**config.mk**
```make
export PLATFORM = sky130hd
export DESIGN_NAME = lsu_mc
export DESIGN_NICKNAME = d
export VERILOG_FILES = /design/src/rtl/lsu_mc.sv
export SDC_FILE = /design/constraint.sdc
export NUM_CORES = 1
export LEC_CHECK = 0
export ABC_CLOCK_PERIOD_IN_PS = 5300
export CELL_PAD_IN_SITES_DETAIL_PLACEMENT = 1
export CELL_PAD_IN_SITES_GLOBAL_PLACEMENT = 1
export CORE_UTILIZATION = 41
export DETAILED_ROUTE_END_ITERATION = 7
export PLACE_DENSITY = 0.92
export SETUP_SLACK_MARGIN = 0.15
export SYNTH_ARGS = -nofsm -noshare
export SYNTH_HDL_FRONTEND = slang
export SYNTH_SLANG_ARGS = --single-unit
```
**constraint.sdc**
```tcl
create_clock -name clk -period 5.3 [get_ports clk]
set_clock_uncertainty 0.05 [all_clocks]
set_input_delay 0.53 -clock clk [delete_from_list [all_inputs] [get_ports clk]]
set_output_delay 0.53 -clock clk [all_outputs]
set_load 0.02 [all_outputs]
```
**src/rtl/lsu_mc.sv**
```systemverilog
// Multicycle load/store unit: one request per handshake, word-organised SRAM port with
// byte enables, two-beat split for word-straddling accesses, extended load data on response.
module lsu_mc #(
  parameter int XLEN       = 32,
  parameter int AW         = 15,
  parameter bit MISALIGNED = 1'b1
) (
  input  logic              clk,
  input  logic              rst_n,
  input  logic              req_valid,
  output logic              req_ready,
  input  logic              req_store,
  input  logic [1:0]        req_size,
  input  logic              req_unsigned,
  input  logic [XLEN-1:0]   req_addr,
  input  logic [XLEN-1:0]   req_wdata,
  output logic              rsp_valid,
  input  logic              rsp_ready,
  output logic [XLEN-1:0]   rsp_rdata,
  output logic              rsp_fault,
  output logic              mem_req,
  output logic              mem_we,
  output logic [XLEN/8-1:0] mem_be,
  output logic [AW-1:0]     mem_addr,
  output logic [XLEN-1:0]   mem_wdata,
  input  logic              mem_ack,
  input  logic [XLEN-1:0]   mem_rdata
);
  localparam int NB = XLEN / 8;
  localparam int OB = $clog2(NB);

  typedef enum logic [1:0] {IDLE, BEAT0, BEAT1, RESP} state_t;
  state_t state;

  logic              store_q;
  logic              uns_q;
  logic [1:0]        size_q;
  logic [OB-1:0]     off_q;
  logic [NB-1:0]     be_hi_q;
  logic [XLEN-1:0]   lo_buf;

  logic [OB-1:0]     req_off;
  logic [2*NB-1:0]   req_mask;
  logic              req_split;
  logic              req_fault;
  logic [AW-1:0]     req_word;
  logic [XLEN-1:0]   req_rot;
  logic [2*XLEN-1:0] rd_pair;
  logic [XLEN-1:0]   load_res;
  logic              unused_addr;

  // 2*NB-bit lane mask; bits above NB belong to the following word
  function automatic logic [2*NB-1:0] lane_mask(input logic [1:0] size, input logic [OB-1:0] off);
    logic [2*NB-1:0] base;
    base = '0;
    for (int i = 0; i < 2*NB; i++)
      if (i < (1 << size)) base[i] = 1'b1;
    return base << off;
  endfunction

  function automatic logic [XLEN-1:0] rotate_store(input logic [XLEN-1:0] d, input logic [OB-1:0] off);
    return XLEN'(({d, d} << {off, 3'b000}) >> XLEN);
  endfunction

  // Align the addressed bytes to bit 0, then sign- or zero-extend from 8<<size bits
  function automatic logic [XLEN-1:0] extend_load(input logic [2*XLEN-1:0] pair, input logic [OB-1:0] off,
                                                  input logic [1:0] size, input logic uns);
    logic        [XLEN-1:0] raw;
    logic signed [XLEN-1:0] sraw;
    int                     sh;
    raw = XLEN'(pair >> {off, 3'b000});
    sh  = XLEN - (8 << size);
    if (sh < 0) sh = 0;
    raw  = raw << sh;
    sraw = $signed(raw) >>> sh;
    return uns ? (raw >> sh) : sraw;
  endfunction

  always_comb begin
    req_off   = req_addr[OB-1:0];
    req_mask  = lane_mask(req_size, req_off);
    req_split = |req_mask[2*NB-1:NB];
    req_fault = (XLEN == 32 && req_size == 2'd3) || (!MISALIGNED && req_split);
    req_word  = req_addr[AW+OB-1:OB];
    req_rot   = rotate_store(req_wdata, req_off);
    rd_pair   = (state == BEAT1) ? {mem_rdata, lo_buf} : {{XLEN{1'b0}}, mem_rdata};
    load_res  = store_q ? '0 : extend_load(rd_pair, off_q, size_q, uns_q);
  end

  assign unused_addr = ^req_addr;

  // Request capture and beat-0 read buffer: data only, no reset needed
  always_ff @(posedge clk) begin
    if (state == IDLE && req_valid) begin
      store_q <= req_store;
      uns_q   <= req_unsigned;
      size_q  <= req_size;
      off_q   <= req_off;
      be_hi_q <= req_mask[2*NB-1:NB];
    end
    if (state == BEAT0 && mem_ack) lo_buf <= mem_rdata;
  end

  always_ff @(posedge clk or negedge rst_n) begin
    if (!rst_n) begin
      state     <= IDLE;
      req_ready <= 1'b1;
      rsp_valid <= 1'b0;
      rsp_fault <= 1'b0;
      rsp_rdata <= '0;
      mem_req   <= 1'b0;
      mem_we    <= 1'b0;
      mem_be    <= '0;
      mem_addr  <= '0;
      mem_wdata <= '0;
    end else begin
      case (state)
        IDLE: begin
          if (req_valid) begin
            req_ready <= 1'b0;
            if (req_fault) begin
              state     <= RESP;
              rsp_valid <= 1'b1;
              rsp_fault <= 1'b1;
              rsp_rdata <= '0;
            end else begin
              state     <= BEAT0;
              mem_req   <= 1'b1;
              mem_we    <= req_store;
              mem_be    <= req_mask[NB-1:0];
              mem_addr  <= req_word;
              mem_wdata <= req_rot;
            end
          end
        end
        BEAT0, BEAT1: begin
          if (mem_ack) begin
            if (state == BEAT0 && be_hi_q != '0) begin
              state    <= BEAT1;
              mem_be   <= be_hi_q;
              mem_addr <= mem_addr + AW'(1);
            end else begin
              state     <= RESP;
              mem_req   <= 1'b0;
              mem_we    <= 1'b0;
              mem_be    <= '0;
              mem_addr  <= '0;
              mem_wdata <= '0;
              rsp_valid <= 1'b1;
              rsp_fault <= 1'b0;
              rsp_rdata <= load_res;
            end
          end
        end
        RESP: begin
          if (rsp_ready) begin
            state     <= IDLE;
            req_ready <= 1'b1;
            rsp_valid <= 1'b0;
            rsp_fault <= 1'b0;
            rsp_rdata <= '0;
          end
        end
        default: state <= IDLE;
      endcase
    end
  end
endmodule
```
==> impl_results.html <==
<table>
<tr><th>Metric</th><th>Value</th></tr>
<tr><th colspan="2">Run status</th></tr>
<tr><td>Status</td><td>finished clean</td></tr>
<tr><th colspan="2">STA</th></tr>
<tr><td>Final period util</td><td>slightly above 60%</td></tr>
<tr><td>Max-slew violation count</td><td>0</td></tr>
<tr><td>Max Fclk</td><td>307 MHz</td></tr>
<tr><td>Setup_tns</td><td>0 ns</td></tr>
<tr><td>Total setup violations reported at the end of the flow</td><td>0</td></tr>
<tr><td>Transition time at the pin with the least slew margin</td><td>1.09 ns</td></tr>
<tr><td>Relative slew slack</td><td>a little over a quarter</td></tr>
<tr><td>Setup repair after global routing missed its margin</td><td>false</td></tr>
<tr><td>Final worst slack</td><td>2.05 ns</td></tr>
<tr><td>Post-layout minimum cycle time</td><td>3.25 ns</td></tr>
<tr><td>Endpoints failing hold</td><td>0</td></tr>
<tr><th colspan="2">GRT</th></tr>
<tr><td>Antenna violations before repair</td><td>0</td></tr>
<tr><td>Largest net degree at the start of global routing</td><td>70</td></tr>
<tr><td>Global-route usage over all layers</td><td>26.3%</td></tr>
<tr><td>Remaining Overflow, GRT</td><td>0</td></tr>
<tr><td>Vias in the first global route</td><td>6882</td></tr>
<tr><td>Wire length of the first global-routing pass</td><td>between 30000 and 40000 microns</td></tr>
<tr><th colspan="2">Layout</th></tr>
<tr><td>Fraction of final layout cells sized beyond drive strength 1</td><td>11.9%</td></tr>
<tr><td>Filler-free cell count of the finished design</td><td>1100</td></tr>
<tr><td>Area added between synthesis and finish</td><td>31.6%</td></tr>
<tr><td>Post-Route Utilization</td><td>between 50 and 60%</td></tr>
<tr><td>Number of nets in the final layout</td><td>just under 1000</td></tr>
<tr><td>Inserted Diodes</td><td>0</td></tr>
<tr><th colspan="2">Placed design</th></tr>
<tr><td>Routability congestion estimate</td><td>0.837</td></tr>
<tr><td>Pre-CTS setup slack</td><td>2.06 ns</td></tr>
<tr><td>Total half-perimeter wirelength after legalization and detailed placement</td><td>16400 microns</td></tr>
<tr><td>Count of input and output buffers</td><td>177</td></tr>
<tr><td>Number of cells after detailed placement</td><td>1068</td></tr>
<tr><th colspan="2">Route</th></tr>
<tr><td>Via count</td><td>6550</td></tr>
<tr><td>Post-detailed-route via-to-cell ratio</td><td>5.95</td></tr>
<tr><td>Starting DRT DRC Count</td><td>348</td></tr>
<tr><td>TritonRoute pass-1 iters</td><td>5</td></tr>
<tr><td>Post-route DRC</td><td>0</td></tr>
<tr><td>Post-DRT Antenna Nets</td><td>0</td></tr>
<tr><td>Final wirelength</td><td>roughly 24000 microns</td></tr>
<tr><td>Mean routed wirelength per cell</td><td>21.5 microns</td></tr>
<tr><th colspan="2">Synth</th></tr>
<tr><td>Nets in the synthesized netlist</td><td>813</td></tr>
<tr><td>Post-synthesis register bit count</td><td>around 130</td></tr>
<tr><td>Post-synthesis mux area share</td><td>21.5%</td></tr>
<tr><td>Fraction of the mapped netlist area in compound gates</td><td>14.5%</td></tr>
<tr><td>Post-synthesis instance area</td><td>7560 sq um</td></tr>
<tr><td>Main combinational cell family by area after synthesis</td><td>multiplexers</td></tr>
<tr><td>Number of enable-type register cells in the synthesized netlist</td><td>42</td></tr>
<tr><td>Xor/xnor cell area share of the yosys netlist</td><td>0%</td></tr>
<tr><td>Main synth FF type</td><td>dfrtp_1</td></tr>
<tr><td>Basic-gate share of the synthesized area counting and, or, nand and nor cells</td><td>12.5%</td></tr>
<tr><td>Share of synthesized flip-flops with an asynchronous set or reset</td><td>68.2%</td></tr>
<tr><td>Instance count of the mapped netlist</td><td>~700</td></tr>
<tr><td>Avg Cell Area, Syn</td><td>10.8 sq um</td></tr>
<tr><td>Post-synthesis sequential area ratio</td><td>46.5%</td></tr>
<tr><td>Fraction of the mapped netlist area in adder cells</td><td>0.827%</td></tr>
<tr><td>Number of distinct library cells after synthesis</td><td>55</td></tr>
<tr><td>Warnings, synthesis</td><td>0</td></tr>
<tr><th colspan="2">Die</th></tr>
<tr><td>Area of the die</td><td>around 19000 sq um</td></tr>
<tr><td>Total core area</td><td>between 15000 and 20000 sq um</td></tr>
<tr><td>Row cnt</td><td>49</td></tr>
<tr><td>Number of I/O pins</td><td>about 190</td></tr>
<tr><td>Die boundary width</td><td>about 140 microns</td></tr>
<tr><td>Initial core utilization</td><td>41.9%</td></tr>
<tr><td>Overall die height</td><td>138 microns</td></tr>
<tr><th colspan="2">Critical path</th></tr>
<tr><td>Setup crit start kind</td><td>register</td></tr>
<tr><td>Cell-by-cell listing of the critical path</td><td>inv_1, ha_1, inv_1, buf_4, o22ai_1, nand2_1, o311ai_0, o21ai_0</td></tr>
<tr><td>Delay contributed by the slowest stage of the critical path</td><td>0.61 ns</td></tr>
<tr><td>Required arrival time at the worst endpoint</td><td>approximately 5.5 ns</td></tr>
<tr><td>Most repeated library cell on the critical path</td><td>inv_1</td></tr>
<tr><td>Maximum fanout count along the critical path</td><td>49</td></tr>
<tr><td>Buffer and inverter count on the worst path</td><td>3</td></tr>
<tr><td>Setup slack on the worst flop-to-flop path</td><td>~2.0 ns</td></tr>
<tr><td>Capturing element type of the critical path</td><td>register</td></tr>
<tr><td>Slowest-stage cell, CP</td><td>ha_1</td></tr>
<tr><td>Worst endpoint data arrival time</td><td>3.47 ns</td></tr>
<tr><td>WS Path Type</td><td>register to register</td></tr>
<tr><td>Family with the most delay on the worst path</td><td>compound AO/OA/AOI/OAI gates</td></tr>
<tr><th colspan="2">Clock tree</th></tr>
<tr><td>H-tree depth</td><td>4</td></tr>
<tr><td>Root Buffer Master</td><td>clkbuf_16</td></tr>
<tr><td>Clock-pin transition on the worst setup and hold timing paths</td><td>0.06 ns</td></tr>
<tr><td>CTS tree</td><td>yes</td></tr>
<tr><td>Post-cts gate resize count</td><td>0</td></tr>
<tr><td>Number of setup buffers added after CTS</td><td>0</td></tr>
<tr><td>Hold-fix buffer count after cts</td><td>0</td></tr>
<tr><td>Clock buffer depth</td><td>2</td></tr>
<tr><td>Clock network latency to the later pin of the worst-skew pair</td><td>roughly 0.43 ns</td></tr>
<tr><td>Total number of clock tree sinks</td><td>132</td></tr>
<tr><td>Clock buffer count from CTS</td><td>17</td></tr>
<tr><th colspan="2">Power</th></tr>
<tr><td>Max rail drop VDD</td><td>0.323 mV</td></tr>
<tr><td>Cell area power density</td><td>538 nW/um^2</td></tr>
<tr><td>Total leakage power</td><td>3.95 nW</td></tr>
<tr><th colspan="2">Flow run</th></tr>
<tr><td>Max capacitance violation total</td><td>0</td></tr>
<tr><th colspan="2">Min path</th></tr>
<tr><td>Min-Delay Path Class</td><td>input port to asynchronous set/reset pin</td></tr>
</table>
==> worst paths after layout <==
kind                                   start       endpoint  cells past startpoint
worst min-delay path                   rst_n   rsp_rdata[0]                      1
min in group clk                mem_wdata[7]   mem_wdata[7]                      2
worst max register to register      state[0]   mem_addr[13]                      8
worst max-delay path                state[0]   mem_addr[13]                      8
worst min register to register  mem_wdata[7]   mem_wdata[7]                      2
max in group asynchronous              rst_n  mem_wdata[22]                      2
==> sequential cells by signal, summed over array words and instances (netlist names) <==
name and count:
size_q 2, mem_addr 15, rsp_rdata 32, lo_buf 32, off_q 2, mem_wdata 32, mem_be 4, mem_we 1
req_ready 1, rsp_fault 1, mem_req 1, store_q 1, state 2, uns_q 1, be_hi_q 4, rsp_valid 1
==> layout by cell type, fill, tap and decap left out, types with 5 or more instances in the layout <==
cell and instances:
a21oi_1 14, nand2_1 138, ha_1 5, a31oi_1 5, o22ai_1 10, dfrtp_1 89, clkbuf_1 6, nor2_1 37
and3_1 7, mux4_2 46, inv_1 17, nand3_1 5, edfxtp_1 42, buf_4 11, o21ai_0 83, clkbuf_16 17
mux2_2 9, a22oi_1 21, clkdlybuf4s50_1 174, and2_1 5, nor3_1 9, mux2i_1 49, o311ai_0 6
==> worst reg2reg max path, cell delays in order (launching register included) <==
cell      delay [ns]
dfrtp_1         0.40
inv_1           0.08
ha_1            0.61
inv_1           0.08
buf_4           0.29
o22ai_1         0.36
nand2_1         0.58
o311ai_0        0.48
o21ai_0         0.16
==> synth_stat cells, types with 5 or more instances <==
library cell	instances	share of area, %
buf_4	5	0.50
a31oi_1	5	0.41
mux4_2	46	14
nor2_1	37	1.8
buf_2	17	1.1
o311ai_0	6	0.70
nand2_1	138	6.9
dfrtp_1	89	29
clkbuf_1	24	1.2
nand3_1	6	0.40
a22oi_1	21	2.1
inv_1	17	0.84
o22ai_1	10	0.83
mux2_2	9	1.3
a21oi_1	14	0.93
ha_1	5	0.83
and2_1	5	0.41
and3_1	7	0.58
mux2i_1	49	6.5
edfxtp_1	42	17
o21ai_0	83	5.5
nor3_1	9	0.60
==> logic make-up (layout without fill, tap and decap cells) <==
kind of cell / count (synthesis) / after routing
compound gates: 174 / 174
fa+ha+maj: 5 / 5
buf+inv: 69 / 237
simple gates: 219 / 219
mux: 104 / 104
flops: 132 / 132
==> routing by layer <==
layer  part of all wire [%]  up-vias  wire [microns]  global-route usage (%)
met3                    7.8       33            1850                    8.24
met4                    1.6        0             380                    7.85
met1                     39     3309            9290                    31.1
li1                       -     2936               -                       -
met2                     51      272           12100                    45.5
met5                      0        -               0                       0
==> stage by stage <==
stage,hold slack [ns],total power [mW],instance area [sq um]
floorplan,0.184,3.26,7560
global placement,0.412,4.20,9440
detailed placement,0.421,4.32,9440
CTS,0.0654,5.40,9950
global route,0.0849,5.71,9950
finish,0.0515,5.35,9950
==> power by group <==
part           internal [mW]  switching, mW  leakage [nW]
clock network          0.595          0.448         0.245
logic                   1.03           1.62          2.14
registers               1.41          0.244          1.57
total                   3.03           2.32          3.95
==> area by class of cell <==
class	count	area [sq um]
Tap cell	229	287
Multi-Input combinational cell	502	3740
Fill cell	1931	8080
Inverter	18	67.6
Clock inverter	9	58.8
Clock buffer	23	448
Sequential cell	132	3510
Timing Repair Buffer	187	1830
Power figures use the tool's default switching activity.
